### config.mk
export PLATFORM = sky130hd
export DESIGN_NAME = jk_counter
export DESIGN_NICKNAME = d
export VERILOG_FILES = /design/src/rtl/jk_counter_pkg.sv /design/src/rtl/jk_ff_cell.sv /design/src/rtl/jk_counter.sv
export SDC_FILE = /design/constraint.sdc
export NUM_CORES = 1
export LEC_CHECK = 0
export CORE_MARGIN = 1.5
export CORE_UTILIZATION = 51
export CTS_BUF_LIST = sky130_fd_sc_hd__clkbuf_8 sky130_fd_sc_hd__clkbuf_16
export CTS_CLUSTER_DIAMETER = 200
export DETAILED_ROUTE_END_ITERATION = 10
export GPL_TIMING_DRIVEN = 0
export PLACE_DENSITY = 0.86
export SLEW_MARGIN = 20
export SYNTH_ARGS = -nofsm -noshare
export SYNTH_HDL_FRONTEND = slang
export SYNTH_SLANG_ARGS = --single-unit
### constraint.sdc
create_clock -name clk -period 3.4 [get_ports clk]
set_input_delay 0.68 -clock clk [delete_from_list [all_inputs] [get_ports clk]]
set_output_delay 0.68 -clock clk [all_outputs]
set_load 0.01 [all_outputs]
### src/rtl/jk_counter_pkg.sv
// Shared definitions for the jk_counter block: mode encodings used by the RTL and its bench.
package jk_counter_pkg;

    localparam logic [1:0] MODE_HOLD_ENC = 2'b00;
    localparam logic [1:0] MODE_UP_ENC   = 2'b01;
    localparam logic [1:0] MODE_DOWN_ENC = 2'b10;
    localparam logic [1:0] MODE_LOAD_ENC = 2'b11;

    typedef enum logic [1:0] {
        MODE_HOLD = MODE_HOLD_ENC,
        MODE_UP   = MODE_UP_ENC,
        MODE_DOWN = MODE_DOWN_ENC,
        MODE_LOAD = MODE_LOAD_ENC
    } mode_t;

endpackage

### src/rtl/jk_ff_cell.sv
// Single JK flip-flop bit with complementary registered outputs and synchronous active-low reset.
module jk_ff_cell (
    input  logic clk,
    input  logic rst_n,
    input  logic j,
    input  logic k,
    output logic q,
    output logic qbar
);

    // NOTE: state registers use non-blocking assignments so every cell samples pre-edge values;
    // reset is synchronous, so it is tested inside the clocked block rather than in the sensitivity list.
    always_ff @(posedge clk) begin
        if (!rst_n) begin
            q    <= 1'b0;
            qbar <= 1'b1;
        end else begin
            case ({j, k})
                2'b01: begin
                    q    <= 1'b0;
                    qbar <= 1'b1;
                end
                2'b10: begin
                    q    <= 1'b1;
                    qbar <= 1'b0;
                end
                2'b11: begin
                    q    <= ~q;
                    qbar <= ~qbar;
                end
                default: begin
                    q    <= q;
                    qbar <= qbar;
                end
            endcase
        end
    end

endmodule

### src/rtl/jk_counter.sv
// Up/down/load modulus counter built from a bank of JK cells driven in toggle form.
// Build option: define JK_COUNTER_SAT_EN to saturate at the range ends instead of wrapping.
module jk_counter
    import jk_counter_pkg::*;
#(
    parameter int WIDTH   = 4,
    parameter int MODULUS = 16
) (
    input  logic             clk,
    input  logic             rst_n,
    input  logic             en,
    input  logic [1:0]       mode,
    input  logic [WIDTH-1:0] d,
    output logic [WIDTH-1:0] q,
    output logic [WIDTH-1:0] qbar,
    output logic             wrap
);

    localparam int             CW      = WIDTH + 1;
    localparam logic [CW-1:0]  MOD_EXT = CW'(MODULUS);
    localparam logic [WIDTH-1:0] MAX_Q = WIDTH'(MODULUS - 1);

    mode_t            mode_e;
    logic [CW-1:0]    q_ext;
    logic [CW-1:0]    d_ext;
    logic [CW-1:0]    inc_ext;
    logic [CW-1:0]    dec_ext;
    logic             up_edge;
    logic             down_edge;
    logic [WIDTH-1:0] next_q;
    logic             wrap_next;
    logic [WIDTH-1:0] toggle;

    assign mode_e = mode_t'(mode);
    assign q_ext  = {1'b0, q};
    assign d_ext  = {1'b0, d};

    // One extra bit lets MODULUS = 2**WIDTH be compared directly; the top bit of the
    // decrement is the borrow that marks the step below zero.
    assign inc_ext   = q_ext + CW'(1);
    assign dec_ext   = q_ext - CW'(1);
    assign up_edge   = (inc_ext == MOD_EXT);
    assign down_edge = dec_ext[WIDTH];

    // NOTE: every signal assigned in this block gets a default first, so no path leaves it unassigned
    // and no latch is inferred.
    always_comb begin
        next_q    = q;
        wrap_next = 1'b0;
        if (en) begin
            case (mode_e)
                MODE_UP: begin
                    if (up_edge) begin
`ifdef JK_COUNTER_SAT_EN
                        next_q = q;
`else
                        next_q = '0;
`endif
                        wrap_next = 1'b1;
                    end else begin
                        next_q = inc_ext[WIDTH-1:0];
                    end
                end
                MODE_DOWN: begin
                    if (down_edge) begin
`ifdef JK_COUNTER_SAT_EN
                        next_q = q;
`else
                        next_q = MAX_Q;
`endif
                        wrap_next = 1'b1;
                    end else begin
                        next_q = dec_ext[WIDTH-1:0];
                    end
                end
                MODE_LOAD: begin
                    next_q = (d_ext >= MOD_EXT) ? MAX_Q : d;
                end
                default: begin
                    next_q = q;
                end
            endcase
        end
    end

    // Toggle form: a bit flips exactly where the current and next values differ.
    assign toggle = q ^ next_q;

    for (genvar i = 0; i < WIDTH; i++) begin : g_cell
        jk_ff_cell u_cell (
            .clk  (clk),
            .rst_n(rst_n),
            .j    (toggle[i]),
            .k    (toggle[i]),
            .q    (q[i]),
            .qbar (qbar[i])
        );
    end

    always_ff @(posedge clk) begin
        if (!rst_n) begin
            wrap <= 1'b0;
        end else begin
            wrap <= wrap_next;
        end
    end

endmodule
==> impl_metrics.tcl, run 1 <==
set metrics [dict create \
    cell_rows 13 \
    final-seq-area_um2 180 \
    final_nets 122 \
    tritoncts.num_buffers 3 \
    drt-vias-per-instance 5.25 \
    final_min_period_over_clock_period_pct 75.8 \
    antenna_violations_before_repair 0 \
    ys_seq_elements 9 \
    final_design_area_no_fill_um2 945 \
    cts.hold.buffers_added 0 \
    drt_drc_violations_left 0 \
    synth.area.top_cells "dfxtp_1, ha_1, buf_4" \
    grt_resource_usage_total_pct 22.1 \
    maxCapViolCount 0 \
    die_height_um 40.6 \
    drive_above_1_share_pct 17.6 \
    detail_route.wl_per_cell_um 12.2 \
    rsz_0062_raised_after_global_routing "false" \
    critPathRequiredTime_ns 3.52 \
    timing_max_transition_violations_final 0 \
    cts.sink_count 9 \
    synth.avg_cell_area_um2 8.79 \
    weighted_congestion_at_the_end_of_routability_driven_global_placement 0.913 \
    io_buffer_count 16 \
    worst_setup_path_end_kind "register" \
    die_width_um 40.6 \
    synth_simple_gate_area_share_pct 16.5 \
    post_cts_buffers 0 \
    grt_start_max_net_pins 10 \
    drt_wl_total_um 1420 \
    dpl_worst_slack_ns 0.593 \
    maximum_clock_rate_ghz 0.388 \
    ctsHtreeMaxLevel 1 \
    synth.yosys.seq_area_share_pct 25.0 \
    multiInputGateArea_um2 443 \
    netlist_top_cells_count "ha_1, buf_4, dfxtp_1, nand2_1, inv_1" \
    synth.lib_cells_used.distinct 27 \
    async_flop_share_pct 0 \
    dominantRegCellSynth "dfxtp_1" \
    synth.net_count 101 \
    via_count 614 \
    globalRouteOverflowTotal 0 \
    area_growth_pct 31.1 \
    power_density_nw_per_um2 423 \
    grt_pass1_vias 561 \
    multiplexer_share_of_the_synthesized_area_pct 5.56 \
    initial_utilization_pct 55.4 \
    synth_compound_gate_area_share_pct 16.0 \
    firstDrtPassIters 4 \
    antenna_cells 0 \
    drtAntennaViolNets 0 \
    dp_hpwl_um 1090 \
    final-hold-violation-count 0 \
    syn_area_um2 721 \
    synth_most_common_cell "ha_1" \
    worst_slew_margin_rel_pct 74.9 \
    number_of_drc_markers_in_iteration_0 10 \
    synth_enable_flop_cells 0 \
    p_leak_nw 0.414 \
    timing.setup.critical_path_class "primary input to register" \
    synth-adder-area-share_pct 17.4 \
    grt_first_pass_wirelength_um 2320 \
    worst_setup_hold_path_clk_slew_ns 0.04 \
    design.core.area_um2 1300 \
    critPathArrivalTime_ns 2.70 \
    nFillCells 109 \
    clock_tree.buffer_depth 2 \
    xor_and_xnor_fraction_of_the_mapped_netlist_area_pct 6.08 \
    cts_tree "done" \
    synth.yosys.warnings 0 \
    clock_tree.root_cell "clkbuf_8" \
    final.hold.worst_slack_ns 0.489 \
    floorplan.io_pins 18 \
    netlist.area_leader.share_pct 25.0 \
    crit_path_max_fanout 4 \
    placedInstanceArea_um2 900 \
    synth_top_area_cell "dfxtp_1" \
    insertion_delay_ns 0.23 \
    timing.clock.skew_ns 0.00352 \
    holdCritPathClass "register to register" \
    worst-slew-pin-transition_ns 0.371 \
    post-route-min-period_ns 2.58 \
    report.final.setup_viol 0 \
    worstSetupStartpointType "primary input" \
    die_area_um2 1650 \
    cts.repair.resized 0 \
    timing.final.ws_setup_ns 0.821 \
    run_status "finished, final reports clean" \
    vdd_drop_max_v 0.000274 \
    synth_top_family_by_area "adder cells" \
    syn_inst_count 82 \
    final.setup.tns_ns 0 \
]
==> cell families (layout without fill, tap and decap cells) <==
kind of cell / count (synthesis) / in the layout
AO/OA/AOI/OAI: 14 / 14
AND/OR/NAND/NOR: 23 / 23
buffers and inverters: 17 / 37
XOR/XNOR: 5 / 5
multiplexers: 4 / 4
flip-flops: 9 / 9
adder cells (fa/ha/maj): 10 / 10
==> cell type report <==
class	count	share of cell area (%)
multi-input cells	56	46.9
flip-flops and latches	9	19.1
repair buffers	16	17.0
plain buffers	10	7.55
clock buffers	3	4.37
inverters	7	2.78
well taps	15	1.99
clock inverters	1	0.397
==> cell usage in the layout (no fill, tap or decap), types with 4 or more instances in the layout <==
cell type and instances:
buf_4 9, clkdlybuf4s50_1 16, dfxtp_1 9, ha_1 10, inv_1 7, mux2i_1 4, nand2_1 8, nand3_1 4
nor2b_1 4, o21ai_1 4, xor2_1 4
==> power by group <==
group	internal, mW	switching (mW)
sequential	0.120	0.0115
combinational	0.0846	0.0599
clock	0.0789	0.0447
==> per-layer routing <==
metal | vias up | track usage, % | share of wire [%]
met2 | 25 | 39.3 | 51
met3 | 2 | 10.0 | 5.4
met1 | 274 | 23.5 | 42
li1 | 313 | - | -
met5 | - | 0 | 0
met4 | 0 | 5.00 | 0.70
==> state kept, by name, summed over array words and instances, names as in the netlist <==
register	count
g_cell.u_cell.qbar	4
g_cell.u_cell.q	4
wrap	1
==> metrics by stage <==
step           total power, mW  instances  utilization (%)
2_1_floorplan            0.228         82                -
3_3_place_gp             0.273        113             69.1
3_5_place_dp             0.278        113             69.1
4_1_cts                  0.403        117             72.6
5_1_grt                  0.427        117             72.6
6_report                 0.400        117             72.6
==> worst paths after layout <==
| check | from | end | slack [ns] | depth (start not counted) |
|---|---|---|---|---|
| worst max-delay path | mode[0] | g_cell[2].u_cell.q | 0.82 | 9 |
| worst min-delay path | g_cell[3].u_cell.qbar | g_cell[3].u_cell.qbar | 0.49 | 2 |
| worst max register to register | g_cell[0].u_cell.q | g_cell[3].u_cell.q | 1.41 | 7 |
| worst min register to register | g_cell[3].u_cell.qbar | g_cell[3].u_cell.qbar | 0.49 | 2 |
==> critical path, stage by stage <==
cell	delay, ns
clkdlybuf4s50_1	0.51
inv_1	0.08
ha_1	0.20
and2b_4	0.27
o21ai_0	0.08
a221o_1	0.30
ha_1	0.33
mux2i_1	0.19
nor2b_1	0.06
Note: power is estimated with default switching activity, not from simulation.
==> run 2, diff against run 1 <==
--- a/config.mk
+++ b/config.mk
@@ -6,12 +6,12 @@
 export NUM_CORES = 1
 export LEC_CHECK = 0
 export CORE_MARGIN = 1.5
-export CORE_UTILIZATION = 51
+export CORE_UTILIZATION = 43
 export CTS_BUF_LIST = sky130_fd_sc_hd__clkbuf_8 sky130_fd_sc_hd__clkbuf_16
 export CTS_CLUSTER_DIAMETER = 200
 export DETAILED_ROUTE_END_ITERATION = 10
 export GPL_TIMING_DRIVEN = 0
-export PLACE_DENSITY = 0.86
+export PLACE_DENSITY = 0.78
 export SLEW_MARGIN = 20
 export SYNTH_ARGS = -nofsm -noshare
 export SYNTH_HDL_FRONTEND = slang
==> constraint.sdc (replaced) <==
create_clock -name clk -period 2.17 [get_ports clk]
set_input_delay 0.434 -clock clk [delete_from_list [all_inputs] [get_ports clk]]
set_output_delay 0.434 -clock clk [all_outputs]
set_load 0.01 [all_outputs]
==> impl_metrics.tcl, run 2 (synthesis gave the netlist of run 1 again) <==
set metrics [dict create \
    reg.largest.list "g_cell.u_cell.q (4), g_cell.u_cell.qbar (4), wrap (1)" \
    critical_path.top_delay_family "adder cells" \
    intPower_mw 0.447 \
    antenna_violations_before_repair 0 \
    post-place-cells 114 \
    worst_setup_path_end_kind "register" \
    cts.sink_count 9 \
    drt-vias-per-instance 5.08 \
    critical_path.n_buffers_inverters 2 \
    ctsHtreeMaxLevel 1 \
    cp.depth 9 \
    critical-path-slowest-cell "a221o_1" \
    grt_start_max_net_pins 10 \
    crit_path_max_fanout 4 \
    tritoncts.num_buffers 3 \
    maximum_clock_rate_ghz 0.490 \
    maxCapViolCount 0 \
    dpl_worst_slack_ns -0.371 \
    timing.clock.skew_ns 0.00152 \
    power_switching_mw 0.184 \
    worstSetupStartpointType "primary input" \
    regToRegEndpoint "g_cell[2].u_cell.qbar" \
    die_width_um 43.9 \
    drt_drc_violations_left 0 \
    timing_max_transition_violations_final 0 \
    holdCritPathClass "register to register" \
    die_height_um 43.9 \
    worst_slew_margin_rel_pct 76.7 \
    dp_hpwl_um 1010 \
    firstDrtPassIters 4 \
    power.share.clock_pct 31.6 \
    slowest_delay_ns 0.36 \
    floorplan.io_pins 18 \
    grt_resource_usage_total_pct 15.6 \
    grt_pass1_vias 565 \
    timing.setup.critical_path_class "primary input to register" \
    antenna_cells 0 \
    mostFrequentLayoutCells "clkdlybuf4s50_1, buf_4, ha_1, dfxtp_1, nand2_1" \
    cts.hold.buffers_added 0 \
    final_design_area_no_fill_um2 957 \
    initial_utilization_pct 46.8 \
    placedInstanceArea_um2 901 \
    p_leak_nw 0.416 \
    via_count 600 \
    share_seq_of_total_power_pct 32.6 \
    timing.critical_path.from "mode[0]" \
    grt_first_pass_wirelength_um 2230 \
    area_growth_pct 32.8 \
    worst_setup_ep "g_cell[2].u_cell.qbar" \
    comb_power_share_pct 35.8 \
    weighted_congestion_at_the_end_of_routability_driven_global_placement 0.857 \
    worst_hold_startpoint "g_cell[3].u_cell.qbar" \
    design.core.area_um2 1540 \
    mostFrequentLayoutCell "clkdlybuf4s50_1" \
    final_min_period_over_clock_period_pct 94.1 \
    die_area_um2 1930 \
    cts_tree "done" \
    power_density_nw_per_um2 659 \
    detail_route.wl_per_cell_um 10.9 \
    rsz_0062_raised_after_global_routing "false" \
    report.final.setup_viol 0 \
    instances_no_fill 118 \
    vdd_drop_max_v 0.000486 \
    number_of_drc_markers_in_iteration_0 6 \
    power.switching_fraction_pct 29.2 \
    worst_setup_hold_path_clk_slew_ns 0.05 \
    io_buffer_count 16 \
    drive_above_1_share_pct 19.6 \
    clock_tree.buffer_depth 2 \
    reg2reg_setup_slack_ns 0.23 \
    final_nets 122 \
    final-hold-violation-count 0 \
    clock_tree.root_cell "clkbuf_8" \
    path_cells "dlygate4sd2_1 -> inv_1 -> ha_1 -> and2b_4 -> o21ai_0 -> a221o_1 -> ha_4 -> xor2_1 -> nand2_1" \
    drt_wl_total_um 1280 \
    post-route-min-period_ns 2.04 \
    globalRouteOverflowTotal 0 \
    critPathArrivalTime_ns 2.15 \
    cell_rows 14 \
    worstReg2RegStart "g_cell[0].u_cell.q" \
    worst-slew-pin-transition_ns 0.349 \
    drtAntennaViolNets 0 \
    critPathRequiredTime_ns 2.28 \
    run_status "finished, final reports clean" \
    rr_worst_depth 8 \
    timing.final.ws_setup_ns 0.129 \
    insertion_delay_ns 0.23 \
]
-- run 2: worst min-delay path by stage --
stage / endpoint / slack (ns) / depth (start not counted)
final: g_cell[3].u_cell.qbar / 0.49 / 2
after global routing: g_cell[2].u_cell.qbar / 0.52 / 2
after CTS: g_cell[3].u_cell.qbar / 0.50 / 2
after detailed placement: g_cell[1].u_cell.qbar / 0.48 / 2
after global placement: g_cell[0].u_cell.qbar / 0.47 / 2
after floorplan: g_cell[0].u_cell.qbar / 0.46 / 2
-- run 2: cell type report --
type	instances	area [µm²]
fillers	152	584
multi-input cells	56	455
flip-flops and latches	9	180
repair buffers	16	158
plain buffers	10	71.3
clock buffers	3	41.3
inverters	7	26.3
well taps	16	20.0
clock inverters	1	5.00
-- run 2: metrics by stage --
stage | power [mW] | hold WS (ns) | util [%] | TNS, ns
detailed placement | 0.433 | 0.475 | 58.4 | -2.26
finish | 0.631 | 0.491 | 62.1 | 0
global route | 0.670 | 0.519 | 62.1 | 0
CTS | 0.637 | 0.497 | 62.1 | 0
global placement | 0.429 | 0.471 | 58.4 | -2.03
floorplan | 0.357 | 0.458 | - | 0
-- run 2: power groups by stage --
stage	clock, mW	combinational (mW)	sequential [mW]
global placement	0	0.221	0.207
detailed placement	0	0.224	0.209
global route	0.213	0.248	0.210
CTS	0.204	0.227	0.206
finish	0.199	0.226	0.206
floorplan	0	0.151	0.205
-- run 2: repair_timing --
action,CTS,global route
endpoints found under the setup margin,6,1
buffers inserted,0,0
pin swaps,2,0
resized for setup,3,1
cloned,0,0
-- run 2: routing by layer --
layer	wire length, µm	global-route usage [%]	vias up
met2	586	26.8	16
met3	47	3.75	2
met4	19	5.45	0
met5	0	0	-
li1	-	-	315
met1	628	18.7	267
-- run 2: worst min-delay path: cells and delay by family, from the launching register on --
kind | cells | cell delay, ns
flops | 1 | 0.34
xor+xnor | 1 | 0.07
simple gates | 1 | 0.05
==> run 3, diff against run 2 <==
--- a/config.mk
+++ b/config.mk
@@ -12,6 +12,7 @@
 export DETAILED_ROUTE_END_ITERATION = 10
 export GPL_TIMING_DRIVEN = 0
 export PLACE_DENSITY = 0.78
+export REMOVE_ABC_BUFFERS = 1
 export SLEW_MARGIN = 20
 export SYNTH_ARGS = -nofsm -noshare
 export SYNTH_HDL_FRONTEND = slang
==> impl_metrics.tcl, run 3 (synthesis gave the netlist of run 1 again) <==
set metrics [dict create \
    intPower_mw 0.420 \
    drt-vias-per-instance 5.13 \
    globalRouteOverflowTotal 0 \
    critPathRequiredTime_ns 2.29 \
    post-route-min-period_ns 2.05 \
    drt_wl_total_um 1260 \
    die_area_um2 1930 \
    grt_resource_usage_total_pct 15.4 \
    post-layout-total-power_mw 0.589 \
    via_count 559 \
    insertion_delay_ns 0.23 \
    nFillCells 150 \
    worst_setup_path_end_kind "register" \
    final_min_period_over_clock_period_pct 94.7 \
    holdCritPathClass "register to register" \
    p_leak_nw 0.375 \
    firstDrtPassIters 4 \
    vdd_drop_max_v 0.000446 \
    maxCapViolCount 0 \
    post-place-cells 105 \
    power_density_nw_per_um2 657 \
    crit_path_max_fanout 4 \
    die_width_um 43.9 \
    instances_no_fill 109 \
    timing.clock.skew_ns 0.000708 \
    timing.setup.critical_path_class "primary input to register" \
    grt.busiest_layer "met1" \
    worst-slew-pin-transition_ns 0.299 \
    cell_rows 14 \
    cts.sink_count 9 \
    clock_tree.buffer_depth 2 \
    maximum_clock_rate_ghz 0.487 \
    share_seq_of_total_power_pct 35.5 \
    timing_max_transition_violations_final 0 \
    post_cts_buffers 0 \
    drive_above_1_share_pct 10.8 \
    power.switching_fraction_pct 28.7 \
    power_switching_mw 0.169 \
    final-hold-violation-count 0 \
    utilization_pct 58.1 \
    grt_util_met3_pct 1.67 \
    report.final.setup_viol 0 \
    floorplan.io_pins 18 \
    mostFrequentLayoutCell "clkdlybuf4s50_1" \
    drt_drc_violations_left 0 \
    comb_power_share_pct 33.0 \
    worstSetupStartpointType "primary input" \
    globalRouteMet2Util_pct 21.8 \
    reg.largest.list "g_cell.u_cell.q (4), g_cell.u_cell.qbar (4), wrap (1)" \
    clock_tree.root_cell "clkbuf_8" \
    worst_setup_hold_path_clk_slew_ns 0.04 \
    grt_pass1_vias 545 \
    io_buffer_count 17 \
    worst_slew_margin_rel_pct 79.7 \
    drtAntennaViolNets 0 \
    critPathArrivalTime_ns 2.17 \
    mostFrequentLayoutCells "clkdlybuf4s50_1, ha_1, dfxtp_1" \
    rsz_0062_raised_after_global_routing "false" \
    dp_hpwl_um 964 \
    run_status "finished, final reports clean" \
    area_growth_pct 24.3 \
    weighted_congestion_at_the_end_of_routability_driven_global_placement 0.807 \
    number_of_drc_markers_in_iteration_0 9 \
    antenna_violations_before_repair 0 \
    final_nets 113 \
    cts.hold.buffers_added 0 \
    power.share.clock_pct 31.5 \
    cts_tree "done" \
    initial_utilization_pct 46.8 \
    ctsHtreeMaxLevel 1 \
    grt_first_pass_wirelength_um 2230 \
    grt.met1_usage_pct 21.9 \
    antenna_cells 0 \
    tritoncts.num_buffers 3 \
    final.hold.worst_slack_ns 0.489 \
    detail_route.wl_per_cell_um 11.5 \
    grt_start_max_net_pins 10 \
    die_height_um 43.9 \
    design.core.area_um2 1540 \
]
## run 3: cell count changes in the layout (fill, tap and decap cells not counted)
cell             before  now
buf_4                 9    0
clkbuf_1              1    0
clkdlybuf4s15_1       0    1
clkdlybuf4s50_1      14   15
clkinv_2              1    0
dlygate4sd2_1         2    1
inv_1                 6    7
## run 3: metal layers
layer	vias up	wire length, µm
met5	-	0
met4	0	14
met3	2	93
met2	21	523
met1	242	625
li1	294	-
## run 3: final cells by class
type,count,area [µm²],share of cell area [%]
Clock inverter,1,3.75,0.419
Multi-Input combinational cell,56,455,50.8
Sequential cell,9,180,20.1
Inverter,7,26.3,2.93
Clock buffer,3,41.3,4.61
Tap cell,16,20.0,2.23
Timing Repair Buffer,17,169,18.9
## run 3: metrics by stage
stage	TNS, ns	cell area [µm²]	worst slack, ns
floorplan	0	649	0.249
global placement	-2.09	840	-0.365
detailed placement	-2.31	840	-0.390
CTS	0	895	0.113
global route	0	896	0.0124
finish	0	896	0.116
## run 3: power groups by stage
| stage | combinational, mW | clock [mW] | sequential (mW) |
|---|---|---|---|
| 2_1_floorplan | 0.103 | 0 | 0.221 |
| 3_3_place_gp | 0.188 | 0 | 0.211 |
| 3_5_place_dp | 0.190 | 0 | 0.213 |
| 4_1_cts | 0.195 | 0.194 | 0.210 |
| 5_1_grt | 0.215 | 0.198 | 0.212 |
| 6_report | 0.194 | 0.186 | 0.209 |
## run 3: final timing paths
kind | slack (ns) | endpoint | startpoint | cells after the start
max | 0.12 | g_cell[2].u_cell.q | mode[1] | 9
min | 0.49 | g_cell[0].u_cell.qbar | g_cell[0].u_cell.qbar | 2
max reg2reg | 0.22 | g_cell[2].u_cell.q | g_cell[0].u_cell.q | 8
min reg2reg | 0.49 | g_cell[0].u_cell.qbar | g_cell[0].u_cell.qbar | 2
## run 3: worst max-delay path, cell delays in order
cell	delay [ns]
dlygate4sd2_1	0.25
inv_1	0.07
ha_1	0.19
and2b_4	0.26
o21ai_0	0.09
a221o_1	0.36
ha_4	0.29
mux2i_1	0.17
nor2b_1	0.06
## run 3: repair_timing
item	CTS	global route
endpoints found under the setup margin	6	4
pin swaps	1	1
resized for setup	3	2
